--- config.mk ---
export PLATFORM = sky130hd
export DESIGN_NAME = elastic_multiplier_flat
export DESIGN_NICKNAME = d
export VERILOG_FILES = /design/src/rtl/elastic_multiplier_pkg.sv /design/src/rtl/elastic_multiplier_if.sv /design/src/rtl/elastic_multiplier_pipe_stage.sv /design/src/rtl/elastic_multiplier.sv /design/src/flat_wrapper.sv
export SDC_FILE = /design/constraint.sdc
export NUM_CORES = 1
export LEC_CHECK = 0
export BUFFER_PORTS_ARGS = -buffer_cell sky130_fd_sc_hd__buf_2
export CORE_MARGIN = 5
export CORE_UTILIZATION = 69
export DETAILED_ROUTE_END_ITERATION = 8
export GPL_TIMING_DRIVEN = 0
export HOLD_SLACK_MARGIN = 0.05
export PLACE_DENSITY_LB_ADDON = 0.05
export SLEW_MARGIN = 30
export SYNTH_ARGS = -nofsm -noshare
export SYNTH_HDL_FRONTEND = slang
export SYNTH_HIERARCHICAL = 1
export SYNTH_SLANG_ARGS = --single-unit
--- constraint.sdc ---
create_clock -name clk -period 5.2 [get_ports clk]
set_input_delay 0.26 -clock clk [delete_from_list [all_inputs] [get_ports clk]]
set_output_delay 0.26 -clock clk [all_outputs]
set_load 0.02 [all_outputs]
--- src/rtl/elastic_multiplier_pkg.sv ---
// Shared constants, mode enum and the mode-dependent extend-and-multiply helper.
package multiplier_pkg;

  localparam int unsigned MAX_STAGES   = 16;
  localparam int unsigned MAX_OP_WIDTH = 32;
  localparam int unsigned MAX_P_WIDTH  = 2 * MAX_OP_WIDTH;

  typedef enum logic {
    MULT_UNSIGNED = 1'b0,
    MULT_SIGNED   = 1'b1
  } mult_mode_e;

  // Operands arrive zero-extended to MAX_OP_WIDTH; a_width/b_width give their
  // real widths so the sign bit can be replicated. The low a_width+b_width bits
  // of the result are the exact product.
  function automatic logic [MAX_P_WIDTH-1:0] mul_ext(
    input logic [MAX_OP_WIDTH-1:0] a,
    input logic [MAX_OP_WIDTH-1:0] b,
    input int unsigned             a_width,
    input int unsigned             b_width,
    input mult_mode_e              mode
  );
    logic [MAX_P_WIDTH-1:0] a_ext;
    logic [MAX_P_WIDTH-1:0] b_ext;
    int unsigned            a_sh;
    int unsigned            b_sh;
    a_ext = MAX_P_WIDTH'(a);
    b_ext = MAX_P_WIDTH'(b);
    a_sh  = MAX_P_WIDTH - a_width;
    b_sh  = MAX_P_WIDTH - b_width;
    if (mode == MULT_SIGNED) begin
      a_ext = $unsigned($signed(a_ext << a_sh) >>> a_sh);
      b_ext = $unsigned($signed(b_ext << b_sh) >>> b_sh);
    end
    return a_ext * b_ext;
  endfunction

endpackage

--- src/rtl/elastic_multiplier_if.sv ---
// Operand/product handshake bundle of the elastic multiplier.
interface elastic_multiplier_if #(
  parameter int unsigned A_WIDTH   = 16,
  parameter int unsigned B_WIDTH   = 16,
  parameter int unsigned TAG_WIDTH = 4,
  parameter int unsigned STAGES    = 4
);

  localparam int unsigned P_WIDTH   = A_WIDTH + B_WIDTH;
  localparam int unsigned OCC_WIDTH = $clog2(STAGES + 1);

  logic                 in_valid;
  logic                 in_ready;
  logic [A_WIDTH-1:0]   in_a;
  logic [B_WIDTH-1:0]   in_b;
  logic                 in_signed;
  logic [TAG_WIDTH-1:0] in_tag;
  logic                 out_valid;
  logic                 out_ready;
  logic [P_WIDTH-1:0]   out_p;
  logic [TAG_WIDTH-1:0] out_tag;
  logic [OCC_WIDTH-1:0] occupancy;

  // Producer/consumer side (drives operands, accepts products).
  modport master (
    output in_valid, in_a, in_b, in_signed, in_tag, out_ready,
    input  in_ready, out_valid, out_p, out_tag, occupancy
  );

  // Multiplier side.
  modport slave (
    input  in_valid, in_a, in_b, in_signed, in_tag, out_ready,
    output in_ready, out_valid, out_p, out_tag, occupancy
  );

endinterface

--- src/rtl/elastic_multiplier_pipe_stage.sv ---
// One elastic register slice: holds valid/data/tag, loads whenever it is
// empty or its downstream neighbour advances.
module elastic_pipe_stage #(
  parameter int unsigned DATA_WIDTH = 32,
  parameter int unsigned TAG_WIDTH  = 4
) (
  input  logic                  clk,
  input  logic                  reset_n,
  input  logic                  up_valid,
  input  logic [DATA_WIDTH-1:0] up_data,
  input  logic [TAG_WIDTH-1:0]  up_tag,
  input  logic                  adv_in,
  output logic                  adv_out,
  output logic                  valid,
  output logic [DATA_WIDTH-1:0] data,
  output logic [TAG_WIDTH-1:0]  tag
);

  // An empty slice always accepts, which is what collapses bubbles.
  assign adv_out = !valid || adv_in;

  // Valid follows upstream on every load; payload only moves with a real beat
  // so a drained slice keeps its last value instead of toggling.
  always_ff @(posedge clk or negedge reset_n) begin
    if (!reset_n) begin
      valid <= 1'b0;
      data  <= '0;
      tag   <= '0;
    end else if (adv_out) begin
      valid <= up_valid;
      if (up_valid) begin
        data <= up_data;
        tag  <= up_tag;
      end
    end
  end

endmodule

--- src/rtl/elastic_multiplier.sv ---
// Fully pipelined multiplier with valid/ready on both sides, per-beat
// signed/unsigned mode and a tag carried alongside each product.
module elastic_multiplier
  import multiplier_pkg::*;
#(
  parameter int unsigned A_WIDTH   = 16,
  parameter int unsigned B_WIDTH   = 16,
  parameter int unsigned STAGES    = 4,
  parameter int unsigned TAG_WIDTH = 4
) (
  input logic                 clk,
  input logic                 reset_n,
  elastic_multiplier_if.slave bus
);

  localparam int unsigned P_WIDTH   = A_WIDTH + B_WIDTH;
  localparam int unsigned OCC_WIDTH = $clog2(STAGES + 1);

  if (STAGES < 1 || STAGES > MAX_STAGES) begin : g_bad_stages
    $error("elastic_multiplier: STAGES=%0d outside 1..%0d", STAGES, MAX_STAGES);
  end
  if (TAG_WIDTH < 1) begin : g_bad_tag
    $error("elastic_multiplier: TAG_WIDTH must be at least 1");
  end
  if (A_WIDTH > MAX_OP_WIDTH || B_WIDTH > MAX_OP_WIDTH) begin : g_bad_width
    $error("elastic_multiplier: operand width exceeds %0d", MAX_OP_WIDTH);
  end

  logic [P_WIDTH-1:0]   in_p;
  logic [STAGES-1:0]    v;
  logic [P_WIDTH-1:0]   data [STAGES];
  logic [TAG_WIDTH-1:0] tag  [STAGES];
  logic [OCC_WIDTH-1:0] occ;

  // Mode-extended product presented to stage 0; retiming may spread it later.
  always_comb begin
    in_p = P_WIDTH'(mul_ext(MAX_OP_WIDTH'(bus.in_a), MAX_OP_WIDTH'(bus.in_b),
                            A_WIDTH, B_WIDTH, mult_mode_e'(bus.in_signed)));
  end

  // Stage chain; the advance signal ripples from the output back to the input.
  for (genvar k = 0; k < STAGES; k++) begin : g_stage
    logic                 up_valid;
    logic [P_WIDTH-1:0]   up_data;
    logic [TAG_WIDTH-1:0] up_tag;
    logic                 adv_in;
    logic                 adv_out;

    if (k == 0) begin : g_head
      assign up_valid = bus.in_valid;
      assign up_data  = in_p;
      assign up_tag   = bus.in_tag;
    end else begin : g_body
      assign up_valid = v[k-1];
      assign up_data  = data[k-1];
      assign up_tag   = tag[k-1];
    end

    if (k == STAGES - 1) begin : g_tail
      assign adv_in = bus.out_ready;
    end else begin : g_link
      assign adv_in = g_stage[k+1].adv_out;
    end

    elastic_pipe_stage #(
      .DATA_WIDTH (P_WIDTH),
      .TAG_WIDTH  (TAG_WIDTH)
    ) u_stage (
      .clk      (clk),
      .reset_n  (reset_n),
      .up_valid (up_valid),
      .up_data  (up_data),
      .up_tag   (up_tag),
      .adv_in   (adv_in),
      .adv_out  (adv_out),
      .valid    (v[k]),
      .data     (data[k]),
      .tag      (tag[k])
    );
  end

  // Popcount of the held valids.
  always_comb begin
    occ = '0;
    for (int k = 0; k < STAGES; k++) begin
      occ = occ + OCC_WIDTH'(v[k]);
    end
  end

  assign bus.in_ready  = g_stage[0].adv_out;
  assign bus.out_valid = v[STAGES-1];
  assign bus.out_p     = data[STAGES-1];
  assign bus.out_tag   = tag[STAGES-1];
  assign bus.occupancy = occ;

endmodule

--- src/flat_wrapper.sv ---
// flat-port wrapper written by rule: the top's interface ports become plain ports
module elastic_multiplier_flat import multiplier_pkg::*;
#(
  parameter int unsigned A_WIDTH   = 16,
  parameter int unsigned B_WIDTH   = 16,
  parameter int unsigned STAGES    = 4,
  parameter int unsigned TAG_WIDTH = 4
)
  (clk, reset_n, bus_in_valid, bus_in_a, bus_in_b, bus_in_signed, bus_in_tag, bus_out_ready, bus_in_ready, bus_out_valid, bus_out_p, bus_out_tag, bus_occupancy);
  elastic_multiplier_if #(.A_WIDTH(A_WIDTH), .B_WIDTH(B_WIDTH), .TAG_WIDTH(TAG_WIDTH), .STAGES(STAGES)) bus_i ();
  input logic clk;
  input logic reset_n;
  input wire logic [$bits(bus_i.in_valid)-1:0] bus_in_valid;
  input wire logic [$bits(bus_i.in_a)-1:0] bus_in_a;
  input wire logic [$bits(bus_i.in_b)-1:0] bus_in_b;
  input wire logic [$bits(bus_i.in_signed)-1:0] bus_in_signed;
  input wire logic [$bits(bus_i.in_tag)-1:0] bus_in_tag;
  input wire logic [$bits(bus_i.out_ready)-1:0] bus_out_ready;
  output wire logic [$bits(bus_i.in_ready)-1:0] bus_in_ready;
  output wire logic [$bits(bus_i.out_valid)-1:0] bus_out_valid;
  output wire logic [$bits(bus_i.out_p)-1:0] bus_out_p;
  output wire logic [$bits(bus_i.out_tag)-1:0] bus_out_tag;
  output wire logic [$bits(bus_i.occupancy)-1:0] bus_occupancy;
  assign bus_i.in_valid = bus_in_valid;
  assign bus_i.in_a = bus_in_a;
  assign bus_i.in_b = bus_in_b;
  assign bus_i.in_signed = bus_in_signed;
  assign bus_i.in_tag = bus_in_tag;
  assign bus_i.out_ready = bus_out_ready;
  assign bus_in_ready = bus_i.in_ready;
  assign bus_out_valid = bus_i.out_valid;
  assign bus_out_p = bus_i.out_p;
  assign bus_out_tag = bus_i.out_tag;
  assign bus_occupancy = bus_i.occupancy;
  elastic_multiplier #(.A_WIDTH(A_WIDTH), .B_WIDTH(B_WIDTH), .STAGES(STAGES), .TAG_WIDTH(TAG_WIDTH)) u_core (.clk(clk), .reset_n(reset_n), .bus(bus_i));
endmodule
==> flow_summary.yaml <==
placement:
  portBuffers: 78
  dpl.hpwl_um: 35500
  gp_congestion: 0.946
synthesis:
  yosys.area_share.simple_pct: 10.6
  yosys_warnings: 6
  synth_top_area_cell: "fa_1"
  syn-cell-area_sq_mm: 0.0189
  synth_nets: 2175
  synth_seq_area_share_pct: 19.6
  synth_mux_area_share_pct: 11.1
  synthXorXnorAreaFrac_pct: 3.01
  synth_top_area_share_pct: 35.7
  avgSynthCellArea_sq_um: 11.3
  synth_compound_area_share_pct: 3.17
  synth_ff_type: "dfrtp_1"
  postSynth.asyncResetShare_pct: 100
  ys_ff_latch: 148
  syn_inst: 1668
  yosys.area_share.adder_pct: 44.2
  synth_edf_count: 0
  synth_top_family_by_area: "adder cells"
  synth.distinct_cells: 55
  ys_top_cells_by_area: "fa_1, dfrtp_1, mux2_4, ha_1, inv_1"
worst_setup_path:
  crit_type: "input port to flip-flop"
  cpLargestDelayFamily: "adder cells"
  cp_max_fo: 7
  worst_path_max_delay_cell: "fa_2"
  end_kind: "flip-flop"
  crit_buf_inv: 6
  start_kind: "input port"
  cp_common_cell: "fa_1"
  cp_data_arrival_time_ns: 7.06
  cp.required_ns: 5.49
  path_cells: "buf_8, clkbuf_16, buf_8, and3_4, inv_2, fa_1, fa_1, buf_4, fa_2, fa_1, fa_1, fa_1, fa_1, fa_1, inv_2, ha_4, a21o_1, a21o_1, or3_1, a41o_1, a31oi_2, o31ai_1, o21a_1, mux2_4"
  critical_path.max_stage_delay_ns: 0.57
sta:
  fmax_mhz: 148
  worst_pin_slew_ns: 0.525
  setup_viol: 22
  worst_clock_skew_ns: 0.00815
  slew_viol_final: 0
  rsz0062_at_grt: "yes"
  fin_crit_sh_pct: 130
  period_needed_ns: 6.77
  slew_headroom_pct: 64.9
  fin_ws_ns: -1.57
  hold_viol: 0
global_route:
  grt_pass1_wl_um: 73100
  grt_pass1_vias: 13700
  grt_usage_pct: 30.4
  grt_max_degree: 96
  antenna_found_initial: 0
  grt-ovfl-total: 0
die:
  ios: 82
  rows: 60
  die_area_sq_mm: 0.0308
  core_area_sq_mm: 0.0270
  initial_core_util_pct: 70.2
  dieWidth_um: 176
  fp.dieH_um: 176
finish:
  post_route_cells_drive_above_1_share_pct: 27.8
  antenna_cells: 0
  nets: 2329
  layout-area-overhead-vs-synth_pct: 16.6
  fin_util_pct: 81.9
detailed_routing:
  first_iter_violations: 699
  wl_per_cell_um: 20.8
  totalWireLength_um: 45300
  vias_per_cell: 5.67
  num_vias: 12300
  ant_nets: 0
  drc: 0
  firstDrtPassIters: 5
clocking:
  cts_root_buf: "clkbuf_16"
  insertion_delay_ns: 0.41
  clock_sinks: 148
  cts_tree: "done"
  h-tree-depth: 4
  cts_made_buffers: 17
  clockBufferDepth: 2
  clk_pin_slew_ns: 0.06
run_status:
  violations: "setup timing"
  run_status: "finished with violations"
flow_run:
  drv_cap: 0
worst_hold_path:
  min_path_type: "input port to flip-flop"
-- timing repair --
action	CTS	global route
pin swaps	92	74
endpoints found under the hold margin	53	0
endpoints found under the setup margin	22	22
cloned	1	0
gates resized for setup	203	55
buffers inserted	44	21
hold buffers	1	0
-- placed cells by master (no fill, tap or decap), types with 27 or more instances in the layout --
cell type / netlist / final
and2_1: 177 / 172
buf_2: 0 / 63
buf_4: 0 / 55
buf_6: 13 / 27
dfrtp_1: 148 / 148
fa_1: 337 / 316
ha_1: 129 / 110
inv_1: 331 / 312
mux2_4: 120 / 124
nand2_1: 115 / 105
xnor2_1: 53 / 46
-- stage by stage --
stage | hold slack (ns) | worst slack, ns | std cells | setup TNS, ns | instance area (sq um)
final | 0.0771 | -1.57 | 2174 | -21.08 | 22100
after CTS | 0.0575 | -1.49 | 2158 | -19.21 | 21800
after global routing | 0.0612 | -1.72 | 2174 | -24.44 | 22100
after global placement | 0.479 | -2.52 | 2087 | -37.30 | 20000
after floorplan | -0.0356 | -1.57 | 1668 | -20.15 | 19100
after detailed placement | 0.192 | -2.59 | 2088 | -38.35 | 20000
-- kinds of logic after synthesis --
group	after synthesis
compound gates	83
xor+xnor	65
fa+ha+maj	466
buf+inv	393
flops	148
mux	147
simple gates	366
-- per-layer routing --
layer	wire, um	part of all wire [%]	track usage [%]	vias up
met4	1290	2.8	10.2	0
met1	18800	41	40.7	6341
met5	0	0	0	-
met3	3410	7.5	6.65	96
met2	21800	48	50.2	476
li1	-	-	-	5423
-- path summary, 6_finish.rpt --
| check | start | end | slack (ns) | cells past startpoint |
|---|---|---|---|---|
| min in group asynchronous | reset_n | u_core/g_stage[2].u_stage/tag[1] | 0.35 | 2 |
| worst max-delay path | bus_in_signed | u_core/g_stage[0].u_stage/data[29] | -1.57 | 24 |
| worst min register to register | u_core/g_stage[3].u_stage/data[20] | u_core/g_stage[3].u_stage/data[20] | 0.50 | 1 |
| worst min-delay path | bus_in_tag[2] | u_core/g_stage[0].u_stage/tag[2] | 0.08 | 2 |
| max in group asynchronous | reset_n | u_core/g_stage[0].u_stage/valid | 4.08 | 3 |
| worst max register to register | u_core/g_stage[3].u_stage/valid | u_core/g_stage[0].u_stage/data[21] | 3.28 | 7 |
-- layout make-up --
class	instances	area (sq um)
Timing Repair Buffer	140	1030
Clock buffer	20	467
Tap cell	341	427
Inverter	331	1250
Fill cell	1551	4880
Buffer	56	683
Sequential cell	148	3700
Clock inverter	10	194
Multi-Input combinational cell	1128	14300
-- synthesized netlist by cell type (all sizes together) (3+ instances only) --
master and count:
a211o 3, a211oi 3, a21o 12, a21oi 26, a31oi 5, and2 178, and3 16, buf 13
clkbuf 49, dfrtp 148, fa 337, ha 129, inv 331, mux2 144, mux2i 3, nand2 119
nand2b 12, nand4 5, nor2 17, nor3 5, nor4 3, o211ai 7, o21ai 11, or3 4
xnor2 53, xor2 12
-- worst register-to-register path, cell delays in order (launching register included) --
cell and delay [ns]:
dfrtp_1 0.44, nand2b_4 0.09, nand2b_4 0.17, nand2b_4 0.18
nand2b_4 0.17, nand2_4 0.21, buf_6 0.22, mux2_4 0.32
-- flip-flops by register name, summed over array words and instances (netlist names) --
register                      count
u_core/g_stage.u_stage/tag       16
u_core/g_stage.u_stage/data     128
u_core/g_stage.u_stage/valid      4
Power is left out: the tool's default activity adds up to more than one toggle a clock period on the data nets, which glitch-free logic cannot reach.
